## config.mk

```make
export PLATFORM = sky130hd
export DESIGN_NAME = fivebit_8lane_packer_flat
export DESIGN_NICKNAME = d
export VERILOG_FILES = /design/src/rtl/fivebit_8lane_packer_if.sv /design/src/rtl/fivebit_8lane_packer.sv /design/src/flat_wrapper.sv
export SDC_FILE = /design/constraint.sdc
export NUM_CORES = 1
export LEC_CHECK = 0
export BUFFER_PORTS_ARGS = -buffer_cell sky130_fd_sc_hd__buf_2
export CAP_MARGIN = 20
export CORE_UTILIZATION = 45
export CTS_BUF_LIST = sky130_fd_sc_hd__clkbuf_8
export DETAILED_ROUTE_END_ITERATION = 10
export PLACE_DENSITY = 0.62
export SLEW_MARGIN = 10
export SYNTH_ARGS = -nofsm -noshare
export SYNTH_HDL_FRONTEND = slang
export SYNTH_SLANG_ARGS = --single-unit
```

## constraint.sdc

```tcl
create_clock -name clk_i -period 2.98 [get_ports clk_i]
set_clock_uncertainty 0.15 [all_clocks]
set_input_delay 0.447 -clock clk_i [delete_from_list [all_inputs] [get_ports clk_i]]
set_output_delay 0.447 -clock clk_i [all_outputs]
set_load 0.1 [all_outputs]
```

## src/rtl/fivebit_8lane_packer_if.sv

```systemverilog
// Sample-in / frame-out handshake bundle for the 5-bit 8-lane packer.
// The packer takes the slave view; whoever feeds samples and drains frames takes master.
interface fivebit_8lane_packer_if;
  logic [4:0]  s_data_i;
  logic        s_valid_i;
  logic        s_last_i;
  logic        s_ready_o;
  logic [39:0] m_lane_o;
  logic [3:0]  m_count_o;
  logic        m_valid_o;
  logic        m_ready_i;

  modport slave (
    input  s_data_i, s_valid_i, s_last_i, m_ready_i,
    output s_ready_o, m_lane_o, m_count_o, m_valid_o
  );

  modport master (
    output s_data_i, s_valid_i, s_last_i, m_ready_i,
    input  s_ready_o, m_lane_o, m_count_o, m_valid_o
  );
endinterface

```

## src/rtl/fivebit_8lane_packer.sv

```systemverilog
// Packs up to eight 5-bit samples into a 40-bit offset-binary lane word,
// double-buffered (assembly + output register) for one sample per clock.
//
// state | meaning
// FILL  | accepting samples into the assembly register
// HOLD  | closed frame parked in assembly, waiting for the output register
module fivebit_8lane_packer #(
  parameter bit         SIGNED_IN = 1'b1,
  parameter logic [4:0] PAD_VALUE = 5'h10
) (
  input logic                   clk_i,
  input logic                   rst_i,
  fivebit_8lane_packer_if.slave bus
);
  typedef enum logic {FILL = 1'b0, HOLD = 1'b1} state_t;

  state_t      state_q, state_d;
  logic [2:0]  idx_q, idx_d;
  logic [39:0] asm_lane_q, asm_lane_d;
  logic [3:0]  asm_count_q, asm_count_d;
  logic [39:0] out_lane_q, out_lane_d;
  logic [3:0]  out_count_q, out_count_d;
  logic        out_valid_q, out_valid_d;

  logic        s_ready;
  logic        in_xfer;
  logic        out_xfer;
  logic        out_free;
  logic        closing;
  logic [4:0]  sample;
  logic [39:0] closed_lane;
  logic [3:0]  closed_count;

  always_ff @(posedge clk_i) begin
    if (rst_i) begin
      state_q <= FILL;
    end else begin
      state_q <= state_d;
    end
  end

  always_comb begin
    state_d = state_q;
    unique case (state_q)
      FILL:    if (closing && !out_free) state_d = HOLD;
      HOLD:    if (out_xfer) state_d = FILL;
      default: state_d = FILL;
    endcase
  end

  always_comb begin
    s_ready = (state_q == FILL) && !rst_i;
  end

  assign in_xfer      = bus.s_valid_i && s_ready;
  assign out_xfer     = out_valid_q && bus.m_ready_i;
  assign out_free     = !out_valid_q || bus.m_ready_i;
  assign closing      = in_xfer && ((idx_q == 3'd7) || bus.s_last_i);
  assign sample       = SIGNED_IN ? {~bus.s_data_i[4], bus.s_data_i[3:0]} : bus.s_data_i;
  assign closed_count = {1'b0, idx_q} + 4'd1;

  // Lanes above idx are padded on every write; they are overwritten before a full close.
  always_comb begin
    closed_lane = asm_lane_q;
    for (int k = 0; k < 8; k++) begin
      if (3'(k) == idx_q) begin
        closed_lane[5*k +: 5] = sample;
      end else if (3'(k) > idx_q) begin
        closed_lane[5*k +: 5] = PAD_VALUE;
      end
    end
  end

  always_comb begin
    idx_d       = idx_q;
    asm_lane_d  = asm_lane_q;
    asm_count_d = asm_count_q;
    out_lane_d  = out_lane_q;
    out_count_d = out_count_q;
    out_valid_d = out_valid_q;
    if (out_xfer) out_valid_d = 1'b0;
    if (state_q == HOLD) begin
      if (out_xfer) begin
        out_lane_d  = asm_lane_q;
        out_count_d = asm_count_q;
        out_valid_d = 1'b1;
        idx_d       = 3'd0;
      end
    end else if (in_xfer) begin
      if (closing && out_free) begin
        out_lane_d  = closed_lane;
        out_count_d = closed_count;
        out_valid_d = 1'b1;
        idx_d       = 3'd0;
      end else begin
        asm_lane_d  = closed_lane;
        asm_count_d = closed_count;
        idx_d       = closing ? idx_q : idx_q + 3'd1;
      end
    end
  end

  always_ff @(posedge clk_i) begin
    if (rst_i) begin
      idx_q       <= 3'd0;
      asm_lane_q  <= 40'd0;
      asm_count_q <= 4'd0;
      out_lane_q  <= 40'd0;
      out_count_q <= 4'd0;
      out_valid_q <= 1'b0;
    end else begin
      idx_q       <= idx_d;
      asm_lane_q  <= asm_lane_d;
      asm_count_q <= asm_count_d;
      out_lane_q  <= out_lane_d;
      out_count_q <= out_count_d;
      out_valid_q <= out_valid_d;
    end
  end

  assign bus.s_ready_o = s_ready;
  assign bus.m_lane_o  = out_lane_q;
  assign bus.m_count_o = out_count_q;
  assign bus.m_valid_o = out_valid_q;
endmodule

```

## src/flat_wrapper.sv

```systemverilog
// flat-port wrapper written by rule: the top's interface ports become plain ports
module fivebit_8lane_packer_flat 
#(
  parameter bit         SIGNED_IN = 1'b1,
  parameter logic [4:0] PAD_VALUE = 5'h10
)
  (clk_i, rst_i, bus_s_data_i, bus_s_valid_i, bus_s_last_i, bus_m_ready_i, bus_s_ready_o, bus_m_lane_o, bus_m_count_o, bus_m_valid_o);
  fivebit_8lane_packer_if bus_i ();
  input logic clk_i;
  input logic rst_i;
  input wire logic [$bits(bus_i.s_data_i)-1:0] bus_s_data_i;
  input wire logic [$bits(bus_i.s_valid_i)-1:0] bus_s_valid_i;
  input wire logic [$bits(bus_i.s_last_i)-1:0] bus_s_last_i;
  input wire logic [$bits(bus_i.m_ready_i)-1:0] bus_m_ready_i;
  output wire logic [$bits(bus_i.s_ready_o)-1:0] bus_s_ready_o;
  output wire logic [$bits(bus_i.m_lane_o)-1:0] bus_m_lane_o;
  output wire logic [$bits(bus_i.m_count_o)-1:0] bus_m_count_o;
  output wire logic [$bits(bus_i.m_valid_o)-1:0] bus_m_valid_o;
  assign bus_i.s_data_i = bus_s_data_i;
  assign bus_i.s_valid_i = bus_s_valid_i;
  assign bus_i.s_last_i = bus_s_last_i;
  assign bus_i.m_ready_i = bus_m_ready_i;
  assign bus_s_ready_o = bus_i.s_ready_o;
  assign bus_m_lane_o = bus_i.m_lane_o;
  assign bus_m_count_o = bus_i.m_count_o;
  assign bus_m_valid_o = bus_i.m_valid_o;
  fivebit_8lane_packer #(.SIGNED_IN(SIGNED_IN), .PAD_VALUE(PAD_VALUE)) u_core (.clk_i(clk_i), .rst_i(rst_i), .bus(bus_i));
endmodule
```

# [Word-level counts from Yosys, hierarchy flattened]
# Index checks and enable logic that the tools add are counted.
[totals] out_inout_bits=46 input_bits=10 regBits=93 wordCells=84 latchBits=0 mem_bits_rw=0 mem_bits_ro=0 memories=0
[classes] n_addsub=2 muxes=37 magnitude_cmp=8 eq_ne=10 n_reduce_logical=17 n_div=0 mul=0 n_bitwise=3 n_shift=0
[op_table] operator="40-bit 2-to-1 mux" n=4
[op_table] operator="5-bit 2-to-1 mux" n=16
[op_table] operator="4-bit 2-to-1 mux" n=4
[op_table] operator="3-bit 2-to-1 mux" n=5
[op_table] operator="3-bit == test, first input constant" n=4
[op_table] operator="3-bit greater-than comparator, first input constant" n=4
[op_table] operator="3-bit AND reduction" n=3
[op_table] operator="1-bit 2-to-1 mux" n=7
[op_table] operator="2-bit by 3-bit == test with 1-bit output, first input constant" n=2
[op_table] operator="1-bit by 3-bit greater-than comparator with 1-bit output, first input constant" n=2
[op_table] operator="2-bit by 3-bit greater-than comparator with 1-bit output, first input constant" n=2
[op_table] operator="1-bit logical AND" n=6
[op_table] operator="3-bit by 1-bit adder with 4-bit output, second input constant" n=1
[op_table] operator="2-bit nonzero test" n=2
[op_table] operator="3-bit by 1-bit adder with 3-bit output, second input constant" n=1
[op_table] operator="1-bit by 3-bit == test with 1-bit output, first input constant" n=1
[op_table] operator="3-bit == test, second input constant" n=1
[op_table] operator="1-bit logical NOT" n=3
[op_table] operator="3-bit logical NOT" n=1
[op_table] operator="3-bit by 2-bit inequality test with 1-bit output, second input constant" n=1
[op_table] operator="1-bit inverter" n=3
[op_table] operator="1-bit logical OR" n=2
[op_table] operator="2-bit inequality test, second input constant" n=1
[op_table] operator="1-bit one-hot mux with 2 select lines" n=1

# [Depth between registers and ports, before layout]
[depth] depth_word=8 depth_mapped=9 mapped_depth_nobuf=6

# [Least setup slack after synthesis]
# Ideal clock, no wire load.
[synth_path] path_kind="input port to output port" start="input rst_i" end="output bus_s_ready_o" arrival_ps=2101 required_ps=2383 n_path_buf=2 path_stages=3 path_slack_ps=282 path_cell_list="clkbuf_1 -> buf_1 -> nor2_1"
[synth_between] elab_chain_cells=2
[synth_lines] element="start: declaration" line_no="flat_wrapper.sv:10" text="input logic rst_i;"
[synth_lines] element="1-bit logical NOT" line_no="fivebit_8lane_packer.sv:52" text="s_ready = (state_q == FILL) && !rst_i;"
[synth_lines] element="1-bit logical AND" line_no="fivebit_8lane_packer.sv:52"
[synth_lines] element="end: declaration" line_no="flat_wrapper.sv:15" text="output wire logic [$bits(bus_i.s_ready_o)-1:0] bus_s_ready_o;"
# No other way between the ends.

# [Final worst setup path]
[layout_path] start="register u_core.idx_q[0]" end="register u_core.out_lane_q[9], in the netlist u_core.bus.m_lane_o[9]"
[layout_between] elab_chain_cells=6 elab_cells_between_ends=13 classes_between="order compare: 1; eq/ne: 2; mux: 5; reduce/logical: 5"
[layout_lines] element="start: declaration" line_no="fivebit_8lane_packer.sv:18" text="logic [2:0] idx_q, idx_d;"
[layout_lines] element="start signal: assignment" line_no="fivebit_8lane_packer.sv:112" text="idx_q <= idx_d;"
[layout_lines] element="1-bit by 3-bit greater-than comparator with 1-bit output / 3-bit == test (equally long branches)" line_no="fivebit_8lane_packer.sv:68, fivebit_8lane_packer.sv:58"
[layout_lines] element="5-bit 2-to-1 mux / 1-bit logical OR (equally long branches)" line_no="fivebit_8lane_packer.sv:68, fivebit_8lane_packer.sv:58"
[layout_lines] element="5-bit 2-to-1 mux / 1-bit logical AND (equally long branches)" line_no="fivebit_8lane_packer.sv:66, fivebit_8lane_packer.sv:58"
[layout_lines] element="40-bit 2-to-1 mux / 1-bit logical AND (equally long branches)" line_no="fivebit_8lane_packer.sv:90" text="if (closing && out_free) begin"
[layout_lines] element="40-bit 2-to-1 mux / 2-bit nonzero test (equally long branches)"
[layout_lines] element="40-bit 2-to-1 mux / 3-bit AND reduction (equally long branches)"
[layout_lines] element="end signal: assignment" line_no="fivebit_8lane_packer.sv:115" text="out_lane_q <= out_lane_d;"
[layout_lines] element="end: declaration" line_no="fivebit_8lane_packer.sv:21" text="logic [39:0] out_lane_q, out_lane_d;"
# Parallel ways exist; a longest one is shown, timed or not. The select of a mux whose other input is x is not followed.
# A chain may end at the register's enable or synchronous reset.

==> metrics <==
routed vias/inst=5.89; endpoints failing setup=0; post-layout min period=2.53 ns; TritonCTS clock tree=built; Crit. Startpoint=u_core.idx_q[0]$_SDFFE_PP0P_; CP arrival=2.68 ns; Yosys warning total=0; Hold Buf Count CTS=0; die area=0.00964 mm²; synth top area cells=dfxtp_1 45%, nor2_1 6.4%, a21oi_1 4.7%; reg-to-reg endpoint=u_core.bus.m_lane_o[9]$_SDFFE_PP0P_; Post-Synth Adder-Cell Area=1.20%; power per cell area=579 mW/mm²; RSZ-0062 raised after global routing=false; die height=98.2 µm; fmax=395 MHz; met1 usage=31.2%; most frequent cells in the layout=93 x dfxtp_1, 71 x nor2_1, 55 x buf_2; Tot GR Track Use=22.8%; post-DP HPWL=6.86 mm; max cap viols=0; worst slew pin tran=0.906 ns; top-area cell type share of the netlist area=44.7%; violated checks=design-rule violations; Reg-to-Reg Start=u_core.idx_q[0]$_SDFFE_PP0P_; syn nets=506; placed insts=623; cts bufs inserted=9; Final period util=85.0%; Avg Inst Size Synth=8.46 µm²; startpoint types=flop; via count=3759; Die Wd=98.2 µm; non-filler instance count after layout=638; Root Buffer=clkbuf_8; gpl congestion=0.796; FFs w/ async S/R, synth=0%; Hold Violations, Final=0; initial antenna violation count=0; cells on worst reg2reg path=7; Port-buffer cells=55; Post-synth EDFFs=0; WL per Instance=16.6 µm; first-pass iteration count of the detailed router=8; Initial Utilization=47.0%; Overall Power=2730 µW; drt total wl=10.6 mm; Peak VDD IR=0.277 mV; drt initial violations=251; H-Tree Level Count=3; leak pwr=0.00175 µW; synthesis-stage register bit count=93; element type at the critical path end=flop; Setup TNS=0 ns; register area share after synthesis=44.7%; Worst EP required=3.12 ns; compound-gate portion of the synthesized area=27.1%; WS Path Type=reg2reg; Detail Route Antenna Nets=0; Top FF cell, synth=dfxtp_1; gr ovfl total=0; first-pass GRT wire length=17.5 mm; Synth Instances=492; global-route met2 utilization=36.0%; Area Overhead vs Synth=13.2%; CTS max path bufs=2; drt drc=5; outcome=finished, violations left; num rows=34; I/O Pins=56; Post-CTS Repair Setup Buffers=0; layout cell share with drive strength beyond 1=18.7%; Worst-Skew Late Latency=0.36 ns; Slew headroom=39.6%; grt met3 use=3.87%; vias in the first global route=3451; R2R Setup Slk=0.45 ns; cell taking the most area after synthesis=dfxtp_1; Synth cell types=49; Clock Sinks=93; clk slew on worst S/H paths=0.09 ns; Critical Path End=u_core.bus.m_lane_o[9]$_SDFFE_PP0P_; Post-Synth Simple-Gate Area=19.3%; Cell Area, Synth=0.00416 mm²; Max Slew Vio Count=0; post-CTS sizing=0; multiplexer share of the synthesized area=1.23%; largest net degree at the start of global routing=90; largest family of logic cells by synthesized area=compound AO/OA/AOI/OAI gates; core area=0.00885 mm²; Hold WC Path Type=in2reg; leading cell type in the layout, fill and taps excluded=dfxtp_1; Worst Path Max Fanout=15; fin nets=540; xor and xnor area share after synthesis=0%; Inserted Diodes=0; GRT busiest layer=met2
[cell families (layout without fill, tap and decap cells)]
group,Yosys count,in the layout
DFF,93,93
AOI/OAI and AO/OA,153,153
muxes,5,5
adders and majority gates,4,4
buffers and inverters,59,97
and+or+nand+nor,178,178
[how the worst min path moves through the flow]
| stage | start | end | slack (ns) | cells after the start |
|---|---|---|---|---|
| after floorplan | u_core.asm_count_q[1]$_SDFFE_PP0P_ | u_core.asm_count_q[1]$_SDFFE_PP0P_ | 0.29 | 2 |
| after CTS | bus_m_ready_i | u_core.state_q$_SDFF_PP0_ | 0.16 | 2 |
| after global routing | bus_m_ready_i | u_core.state_q$_SDFF_PP0_ | 0.16 | 2 |
| after global placement | u_core.bus.m_lane_o[14]$_SDFFE_PP0P_ | u_core.bus.m_lane_o[14]$_SDFFE_PP0P_ | 0.29 | 2 |
| final | bus_m_ready_i | u_core.state_q$_SDFF_PP0_ | 0.17 | 2 |
| after detailed placement | u_core.bus.m_lane_o[19]$_SDFFE_PP0P_ | u_core.bus.m_lane_o[19]$_SDFFE_PP0P_ | 0.29 | 2 |
[metal layers]
metal	up-vias	share of wire (%)
met5	-	0
met3	17	4.8
met1	1773	48
met2	106	46
li1	1863	-
met4	0	2.1
[stage by stage]
step | worst slack [ns] | utilization, % | instance area [µm²] | hold WS [ns]
2_1_floorplan | 0.282 | - | 4160 | 0.286
6_report | 0.447 | 53.2 | 4710 | 0.168
4_1_cts | 0.438 | 53.2 | 4710 | 0.159
3_3_place_gp | 0.527 | 50.7 | 4490 | 0.294
3_5_place_dp | 0.460 | 50.7 | 4490 | 0.294
5_1_grt | 0.249 | 53.2 | 4710 | 0.158
[worst max-delay path, stage by stage, from the launching register on]
cell	delay [ns]
dfxtp_1	0.34
ha_1	0.15
ha_1	0.16
or2_1	0.59
a31o_2	0.49
buf_4	0.29
o211ai_1	0.11
a21oi_1	0.16
[state kept, by name, summed over array words and instances (netlist names)]
signal                count
u_core.idx_q              3
u_core.asm_count_q        4
u_core.asm_lane_q        40
u_core.bus.m_lane_o      40
u_core.bus.m_valid_o      1
u_core.state_q            1
u_core.bus.m_count_o      4
[where the power goes]
part | total, µW | internal (µW) | leakage, µW | switching, µW
Combinational | 482 | 92.7 | 0.000885 | 389
Sequential | 1310 | 1290 | 0.000756 | 20.8
Clock | 938 | 494 | 0.000105 | 444
Total | 2730 | 1870 | 0.00175 | 854
[cell usage after synthesis (2+ instances only)]
master / instances
dfxtp_1: 93
nor2_1: 71
nand2_1: 43
a21oi_1: 39
clkbuf_1: 32
a211oi_1: 25
o21ai_0: 21
nor3_1: 16
a311oi_1: 13
a32oi_1: 13
nand3_1: 12
a221oi_1: 10
inv_1: 10
and2_1: 9
buf_2: 9
nand4_1: 8
and3_1: 6
ha_1: 4
mux2i_1: 4
nand2b_1: 4
o211ai_1: 4
o32ai_1: 4
a2111oi_4: 3
buf_4: 3
buf_6: 3
o221ai_1: 3
a22o_1: 2
a22oi_1: 2
a31oi_1: 2
buf_1: 2
nor2b_1: 2
o311ai_0: 2
or2_2: 2
[layout make-up]
cell class	count	area, µm²
Clock buffer	10	138
Inverter	10	37.5
Timing Repair Buffer	72	415
Sequential cell	93	1860
Tap cell	108	135
Clock inverter	5	83.8
Multi-Input combinational cell	340	2040
Fill cell	863	4140
Note: power is estimated with default switching activity, not from simulation.
